[src/rtl/tpu_sched_pkg.sv]
// Shared definitions for the matrix-unit job scheduler: FSM states,
// job geometry, flag bit positions and the default RUN timeout.
package tpu_sched_pkg;

    typedef enum logic [1:0] {
        ST_IDLE  = 2'd0,
        ST_LOAD  = 2'd1,
        ST_RUN   = 2'd2,
        ST_DRAIN = 2'd3
    } sched_state_e;

    localparam int OPERAND_BYTES   = 8;
    localparam int RESULT_BYTES    = 8;

    // Bit positions inside the 3-bit {elemwise, activation, transpose} flag field
    localparam int FLAG_TRANSPOSE  = 0;
    localparam int FLAG_ACTIVATION = 1;
    localparam int FLAG_ELEMWISE   = 2;
    localparam int FLAG_W          = 3;

    localparam int TIMEOUT_DEFAULT = 64;

    // Byte k of the 64-bit result buffer {c00, c01, c10, c11}, most significant byte first
    function automatic logic [7:0] result_byte(input logic [63:0] buf_in, input logic [2:0] k);
        return buf_in[8*(7 - int'(k)) +: 8];
    endfunction

endpackage

[src/rtl/rr_arbiter2.sv]
// Two-way round-robin arbiter. On a tie the requester that did not win
// last time is chosen; the last-grant pointer only moves when advance is set.
module rr_arbiter2 (
    input  logic       clk,
    input  logic       rst_n,
    input  logic [1:0] req,
    input  logic       advance,
    output logic       grant_id,
    output logic       grant_any
);

    logic last_grant_reg;

    // Pick the winner from the current requests and the last-grant pointer
    always_comb begin
        grant_any = |req;
        if (req == 2'b11) begin
            grant_id = ~last_grant_reg;
        end else begin
            grant_id = req[1];
        end
    end

    // Pointer starts at 1 so requester 0 wins the first tie
    always_ff @(posedge clk or negedge rst_n) begin
        if (!rst_n) begin
            last_grant_reg <= 1'b1;
        end else if (advance && grant_any) begin
            last_grant_reg <= grant_id;
        end
    end

endmodule

[src/rtl/mmu_job_scheduler.sv]
// Shares one 2x2 systolic matrix unit between two requesters: arbitrates,
// streams 8 operand bytes into the operand memory, starts the array, waits
// for results (with timeout) and returns them as 8 tagged response bytes.
module mmu_job_scheduler
    import tpu_sched_pkg::*;
#(
    parameter int TIMEOUT = TIMEOUT_DEFAULT
) (
    input  logic        clk,
    input  logic        rst_n,
    input  logic [1:0]  req_valid,
    output logic [1:0]  req_ready,
    input  logic [7:0]  req_data0,
    input  logic [7:0]  req_data1,
    input  logic [2:0]  req_flags0,
    input  logic [2:0]  req_flags1,
    output logic        mem_load_en,
    output logic [2:0]  mem_addr,
    output logic [7:0]  mem_data,
    output logic        mmu_clear,
    output logic        mmu_start,
    output logic        mmu_transpose,
    output logic        mmu_activation,
    output logic        mmu_elemwise,
    input  logic        mmu_done,
    input  logic [15:0] c00,
    input  logic [15:0] c01,
    input  logic [15:0] c10,
    input  logic [15:0] c11,
    output logic        resp_valid,
    input  logic        resp_ready,
    output logic [7:0]  resp_data,
    output logic        resp_id,
    output logic        resp_last,
    output logic        resp_err,
    output logic        busy
);

    localparam int               CNT_W         = (TIMEOUT > 1) ? $clog2(TIMEOUT) : 1;
    localparam logic [CNT_W-1:0] WAIT_LAST     = CNT_W'(TIMEOUT - 1);
    localparam logic [2:0]       LAST_BYTE_IN  = 3'(OPERAND_BYTES - 1);
    localparam logic [2:0]       LAST_BYTE_OUT = 3'(RESULT_BYTES - 1);

    sched_state_e      state_reg, state_next;
    logic              gid_reg, gid_next;
    logic [2:0]        byte_cnt_reg, byte_cnt_next;
    logic [CNT_W-1:0]  wait_cnt_reg, wait_cnt_next;
    logic [63:0]       result_reg, result_next;
    logic [FLAG_W-1:0] flags_reg, flags_next;

    logic [1:0]        req_ready_reg, req_ready_next;
    logic              mem_load_en_reg, mem_load_en_next;
    logic [2:0]        mem_addr_reg, mem_addr_next;
    logic [7:0]        mem_data_reg, mem_data_next;
    logic              mmu_clear_reg, mmu_clear_next;
    logic              mmu_start_reg, mmu_start_next;
    logic              resp_valid_reg, resp_valid_next;
    logic [7:0]        resp_data_reg, resp_data_next;
    logic              resp_id_reg, resp_id_next;
    logic              resp_last_reg, resp_last_next;
    logic              resp_err_reg, resp_err_next;
    logic              busy_reg, busy_next;

    logic              arb_id, arb_any, arb_advance;
    logic [1:0]        req_fire;
    logic              load_fire;
    logic [7:0]        load_data;
    logic [FLAG_W-1:0] load_flags;

    rr_arbiter2 u_arb (
        .clk       (clk),
        .rst_n     (rst_n),
        .req       (req_valid),
        .advance   (arb_advance),
        .grant_id  (arb_id),
        .grant_any (arb_any)
    );

    // A byte transfers only where valid meets the (registered) ready
    for (genvar gi = 0; gi < 2; gi++) begin : g_fire
        assign req_fire[gi] = req_valid[gi] & req_ready_reg[gi];
    end

    assign load_fire  = |req_fire;
    assign load_data  = gid_reg ? req_data1 : req_data0;
    assign load_flags = gid_reg ? req_flags1 : req_flags0;

    // Next-state and next-output logic for the job sequencer
    always_comb begin
        state_next       = state_reg;
        gid_next         = gid_reg;
        byte_cnt_next    = byte_cnt_reg;
        wait_cnt_next    = wait_cnt_reg;
        result_next      = result_reg;
        flags_next       = flags_reg;
        req_ready_next   = 2'b00;
        mem_load_en_next = 1'b0;
        mem_addr_next    = mem_addr_reg;
        mem_data_next    = mem_data_reg;
        mmu_clear_next   = 1'b0;
        mmu_start_next   = 1'b0;
        resp_valid_next  = resp_valid_reg;
        resp_data_next   = resp_data_reg;
        resp_id_next     = resp_id_reg;
        resp_last_next   = resp_last_reg;
        resp_err_next    = resp_err_reg;
        arb_advance      = 1'b0;

        case (state_reg)
            ST_IDLE: begin
                if (arb_any) begin
                    arb_advance    = 1'b1;
                    gid_next       = arb_id;
                    mmu_clear_next = 1'b1;
                    byte_cnt_next  = '0;
                    req_ready_next = arb_id ? 2'b10 : 2'b01;
                    state_next     = ST_LOAD;
                end
            end

            ST_LOAD: begin
                req_ready_next = req_ready_reg;
                if (load_fire) begin
                    mem_load_en_next = 1'b1;
                    mem_addr_next    = byte_cnt_reg;
                    mem_data_next    = load_data;
                    if (byte_cnt_reg == '0) begin
                        flags_next = load_flags;
                    end
                    byte_cnt_next = byte_cnt_reg + 3'd1;
                    if (byte_cnt_reg == LAST_BYTE_IN) begin
                        req_ready_next = 2'b00;
                        wait_cnt_next  = '0;
                        state_next     = ST_RUN;
                    end
                end
            end

            ST_RUN: begin
                // Counter is zero only in the first RUN cycle, giving a one-cycle start
                mmu_start_next = (wait_cnt_reg == '0);
                wait_cnt_next  = wait_cnt_reg + 1'b1;
                if (mmu_done || (wait_cnt_reg == WAIT_LAST)) begin
                    // Done takes priority over an expiring timeout in the same cycle
                    result_next     = mmu_done ? {c00, c01, c10, c11} : 64'd0;
                    resp_err_next   = ~mmu_done;
                    resp_valid_next = 1'b1;
                    resp_data_next  = result_byte(result_next, 3'd0);
                    resp_id_next    = gid_reg;
                    resp_last_next  = 1'b0;
                    byte_cnt_next   = '0;
                    state_next      = ST_DRAIN;
                end
            end

            ST_DRAIN: begin
                if (resp_ready) begin
                    if (byte_cnt_reg == LAST_BYTE_OUT) begin
                        resp_valid_next = 1'b0;
                        resp_last_next  = 1'b0;
                        state_next      = ST_IDLE;
                    end else begin
                        byte_cnt_next  = byte_cnt_reg + 3'd1;
                        resp_data_next = result_byte(result_reg, byte_cnt_reg + 3'd1);
                        resp_last_next = ((byte_cnt_reg + 3'd1) == LAST_BYTE_OUT);
                    end
                end
            end

            default: state_next = ST_IDLE;
        endcase

        busy_next = (state_next != ST_IDLE);
    end

    // FSM state register
    always_ff @(posedge clk or negedge rst_n) begin
        if (!rst_n) begin
            state_reg <= ST_IDLE;
        end else begin
            state_reg <= state_next;
        end
    end

    // Job context, counters, result buffer and registered outputs
    always_ff @(posedge clk or negedge rst_n) begin
        if (!rst_n) begin
            gid_reg         <= 1'b0;
            byte_cnt_reg    <= '0;
            wait_cnt_reg    <= '0;
            result_reg      <= '0;
            flags_reg       <= '0;
            req_ready_reg   <= '0;
            mem_load_en_reg <= 1'b0;
            mem_addr_reg    <= '0;
            mem_data_reg    <= '0;
            mmu_clear_reg   <= 1'b0;
            mmu_start_reg   <= 1'b0;
            resp_valid_reg  <= 1'b0;
            resp_data_reg   <= '0;
            resp_id_reg     <= 1'b0;
            resp_last_reg   <= 1'b0;
            resp_err_reg    <= 1'b0;
            busy_reg        <= 1'b0;
        end else begin
            gid_reg         <= gid_next;
            byte_cnt_reg    <= byte_cnt_next;
            wait_cnt_reg    <= wait_cnt_next;
            result_reg      <= result_next;
            flags_reg       <= flags_next;
            req_ready_reg   <= req_ready_next;
            mem_load_en_reg <= mem_load_en_next;
            mem_addr_reg    <= mem_addr_next;
            mem_data_reg    <= mem_data_next;
            mmu_clear_reg   <= mmu_clear_next;
            mmu_start_reg   <= mmu_start_next;
            resp_valid_reg  <= resp_valid_next;
            resp_data_reg   <= resp_data_next;
            resp_id_reg     <= resp_id_next;
            resp_last_reg   <= resp_last_next;
            resp_err_reg    <= resp_err_next;
            busy_reg        <= busy_next;
        end
    end

    assign req_ready      = req_ready_reg;
    assign mem_load_en    = mem_load_en_reg;
    assign mem_addr       = mem_addr_reg;
    assign mem_data       = mem_data_reg;
    assign mmu_clear      = mmu_clear_reg;
    assign mmu_start      = mmu_start_reg;
    assign mmu_transpose  = flags_reg[FLAG_TRANSPOSE];
    assign mmu_activation = flags_reg[FLAG_ACTIVATION];
    assign mmu_elemwise   = flags_reg[FLAG_ELEMWISE];
    assign resp_valid     = resp_valid_reg;
    assign resp_data      = resp_data_reg;
    assign resp_id        = resp_id_reg;
    assign resp_last      = resp_last_reg;
    assign resp_err       = resp_err_reg;
    assign busy           = busy_reg;

endmodule

[config.mk]
export PLATFORM = sky130hd
export DESIGN_NAME = mmu_job_scheduler
export DESIGN_NICKNAME = d
export VERILOG_FILES = /design/src/rtl/tpu_sched_pkg.sv /design/src/rtl/rr_arbiter2.sv /design/src/rtl/mmu_job_scheduler.sv
export SDC_FILE = /design/constraint.sdc
export NUM_CORES = 1
export LEC_CHECK = 0
export BUFFER_PORTS_ARGS = -buffer_cell sky130_fd_sc_hd__buf_2
export CORE_MARGIN = 10
export CORE_UTILIZATION = 53
export DETAILED_ROUTE_END_ITERATION = 7
export GPL_TIMING_DRIVEN = 0
export PLACE_DENSITY = 0.81
export SLEW_MARGIN = 25
export SYNTH_ARGS = -nofsm -noshare
export SYNTH_HDL_FRONTEND = slang
export SYNTH_SLANG_ARGS = --single-unit
[constraint.sdc]
create_clock -name clk -period 3.1 [get_ports clk]
set_clock_uncertainty 0.2 [all_clocks]
set_input_delay 0.775 -clock clk [delete_from_list [all_inputs] [get_ports clk]]
set_output_delay 0.775 -clock clk [all_outputs]
set_load 0.01 [all_outputs]
==> reports/metrics.cfg <==
[route]
drt_wl_total_mm = 13.5
drtIter0Drc = 262
drc = 0
routedWlPerCell_um = 20.4
firstDrtPassIters = 5
via_count = 3968
antenna_left = 0
vias_per_cell = 5.98

[pwr]
power.switching_mw = 2.32
seq_power_share_pct = 42.3
p_per_area_nw_per_um2 = 1000
swShare_pct = 39.2
p_leak_nw = 2.89
report.power.total_mw = 5.93
pwr-share-comb_pct = 44.2
p_clk_share_pct = 13.5
ir_drop_uv = 460
power.internal_mw = 3.61

[cts]
clock-sinks = 109
hold_buffers = 0
cts-root-buf = clkbuf_8
clkTransAtPathRegs_ps = 100
cts_made_buffers = 9
cts_resized = 0
postCtsSetupRepairBufs = 0
clk_latency_ps = 370
cts_buffer_depth = 2
cts-htree-levels = 3
cts_tree = done

[floorplan]
rows = 35
initial_core_util_pct = 54.1
core_um2 = 9150
ioPinCount = 124
dieArea_um2 = 13600
die_width_um = 117
die_h_um = 117

[placement]
pre_cts_slack_ps = 387
routabilityCongestion = 0.893
portBuffers = 123
placed_area_um2 = 5740
dp_hpwl_mm = 10.1

[yosys]
ys_top_cells_by_count = dfrtp_1 (108), a22o_1 (65), mux2i_1 (44), a21oi_1 (27), nor2_1 (21)
synth.distinct_cells = 40
synth-seq-area-share_pct = 55.2
synth_top_area_share_pct = 54.6
synth_compound_area_share_pct = 20.4
ys_dominant_reg_cell = dfrtp_1
synthAdderAreaFrac_pct = 1.52
syn_inst = 412
synth_most_common_cell = dfrtp_1
syn_area_per_cell_um2 = 12.0
synth_edf_count = 0
synthSimpleGateAreaFrac_pct = 6.88
synthXorXnorAreaFrac_pct = 0.708
syn_nets = 510
yosys.area.top_type = dfrtp_1
synth_area_leaders = dfrtp_1 (55%), a22o_1 (12%), mux2i_1 (8.9%)
async_reset_ff_share_pct = 100
synth_top_family_by_area = compound AO/OA/AOI/OAI gates
yosys_warnings = 0
netlist_area_um2 = 4950
ys_seq_elements = 109
muxShareOfSynthArea_pct = 11.4

[sta]
whs_ps = 97.1
fin_crit_sh_pct = 90.6
period_needed_ps = 2810
max_freq_mhz = 356
relSlewSlack_pct = 46.9
fin_ws_ps = 290
maxSlewViolCount = 0
worst_pin_slew_ps = 791
hold_viol_final = 0
setup_viol = 0
rsz0062_at_grt = no

[global_route]
track_usage_pct = 19.9
grt_pass1_wl_mm = 21.3
grt_max_degree = 69
grt_overflow_total = 0
antenna_found_initial = 0
grt_pass1_vias = 4114

[worst_setup_path]
critPathCaptureType = register
cp_top_family = buffers and inverters
critPathSlowestCell = ha_1
cpMostUsedCell = buf_2
cp_num_buf_inv = 4
crit_chain = buf_2 > buf_2 > inv_1 > ha_1 > and2_1 > clkbuf_1 > a22oi_1 > a31oi_1 > a21oi_1
path_class = register to register
required_ps = 3160
cpPeakStageDelay_ps = 390
critical_path_arrival_ps = 2870
startpoint_type = register
critPathMaxFanout = 10

[finish]
finalInstanceArea_um2 = 5910
antennaDiodeCount = 0
final_nets = 645
finish.utilization_pct = 64.6
largest_reg_flops = 64
drive_above_1_share_pct = 32.4
area_growth_pct = 19.5

[min_path]
min_path_type = input pin to asynchronous set/reset pin

[job]
cap_violations = 0

[outcome]
status = complete, no violations

worst register-to-register path: cells and delay by family, from the launching register on:
family / cells / cell delay, ps
flops: 1 / 370
compound gates: 3 / 510
fa+ha+maj: 1 / 390
buf+inv: 4 / 1080
simple gates: 1 / 150
cell type report:
class                           count  area, um2
Tap cell                          111        139
Clock inverter                      5       35.0
Clock buffer                       11        141
Buffer                             32        166
Timing Repair Buffer              124        649
Fill cell                         728       3240
Inverter                            7       26.3
Multi-Input combinational cell    264       2030
Sequential cell                   109       2730
worst paths after layout:
path                            cells past startpoint             from  slack (ps)              to
worst max-delay path                                9  byte_cnt_reg[0]         290    resp_data[3]
worst min-delay path                                1            rst_n         100    req_ready[0]
worst max register to register                      9  byte_cnt_reg[0]         290    resp_data[3]
worst min register to register                      1      mem_addr[0]         310     mem_addr[0]
max in group asynchronous                           2            rst_n        1940  result_reg[52]
min in group clk                                    1      mem_addr[0]         310     mem_addr[0]
per-stage QoR:
stage | std cells | setup TNS, ps
3_5_place_dp | 647 | 0
4_1_cts | 663 | 0
6_report | 663 | 0
3_3_place_gp | 646 | -8510
2_1_floorplan | 412 | 0
5_1_grt | 663 | 0
routing by layer:
| layer | track usage [%] | routed length [um] |
|---|---|---|
| met3 | 4.67 | 1180 |
| met2 | 30.6 | 6140 |
| met1 | 27.4 | 5980 |
| met4 | 5.93 | 236 |
| met5 | 0 | 0 |
cell usage in the layout, fill, tap and decap left out, types with 7 or more instances in the layout:
cell	synthesis	layout
clkbuf_8	0	10
buf_2	19	141
a31oi_1	10	10
a21oi_1	27	27
nor2_1	21	21
mux2i_1	44	44
inv_1	7	7
a22o_1	65	65
nand2_1	11	11
a22oi_1	17	17
and3_1	8	8
dfrtp_1	108	108
mux2_2	11	11
cell families (layout without fill, tap and decap cells):
kind of cell,count (synthesis),count (layout)
AO/OA/AOI/OAI,132,132
flip-flops,109,109
AND/OR/NAND/NOR,67,67
multiplexers,55,55
buffers and inverters,39,179
adder cells (fa/ha/maj),6,6
XOR/XNOR,4,4
power groups by stage:
stage	combinational (mW)	sequential, mW	clock, mW
6_report	2.62	2.51	0.799
5_1_grt	2.88	2.58	0.872
4_1_cts	2.62	2.49	0.810
3_5_place_dp	2.60	2.52	0
3_3_place_gp	2.50	2.48	0
2_1_floorplan	1.75	2.49	0
(Power assumes the default switching activity.)
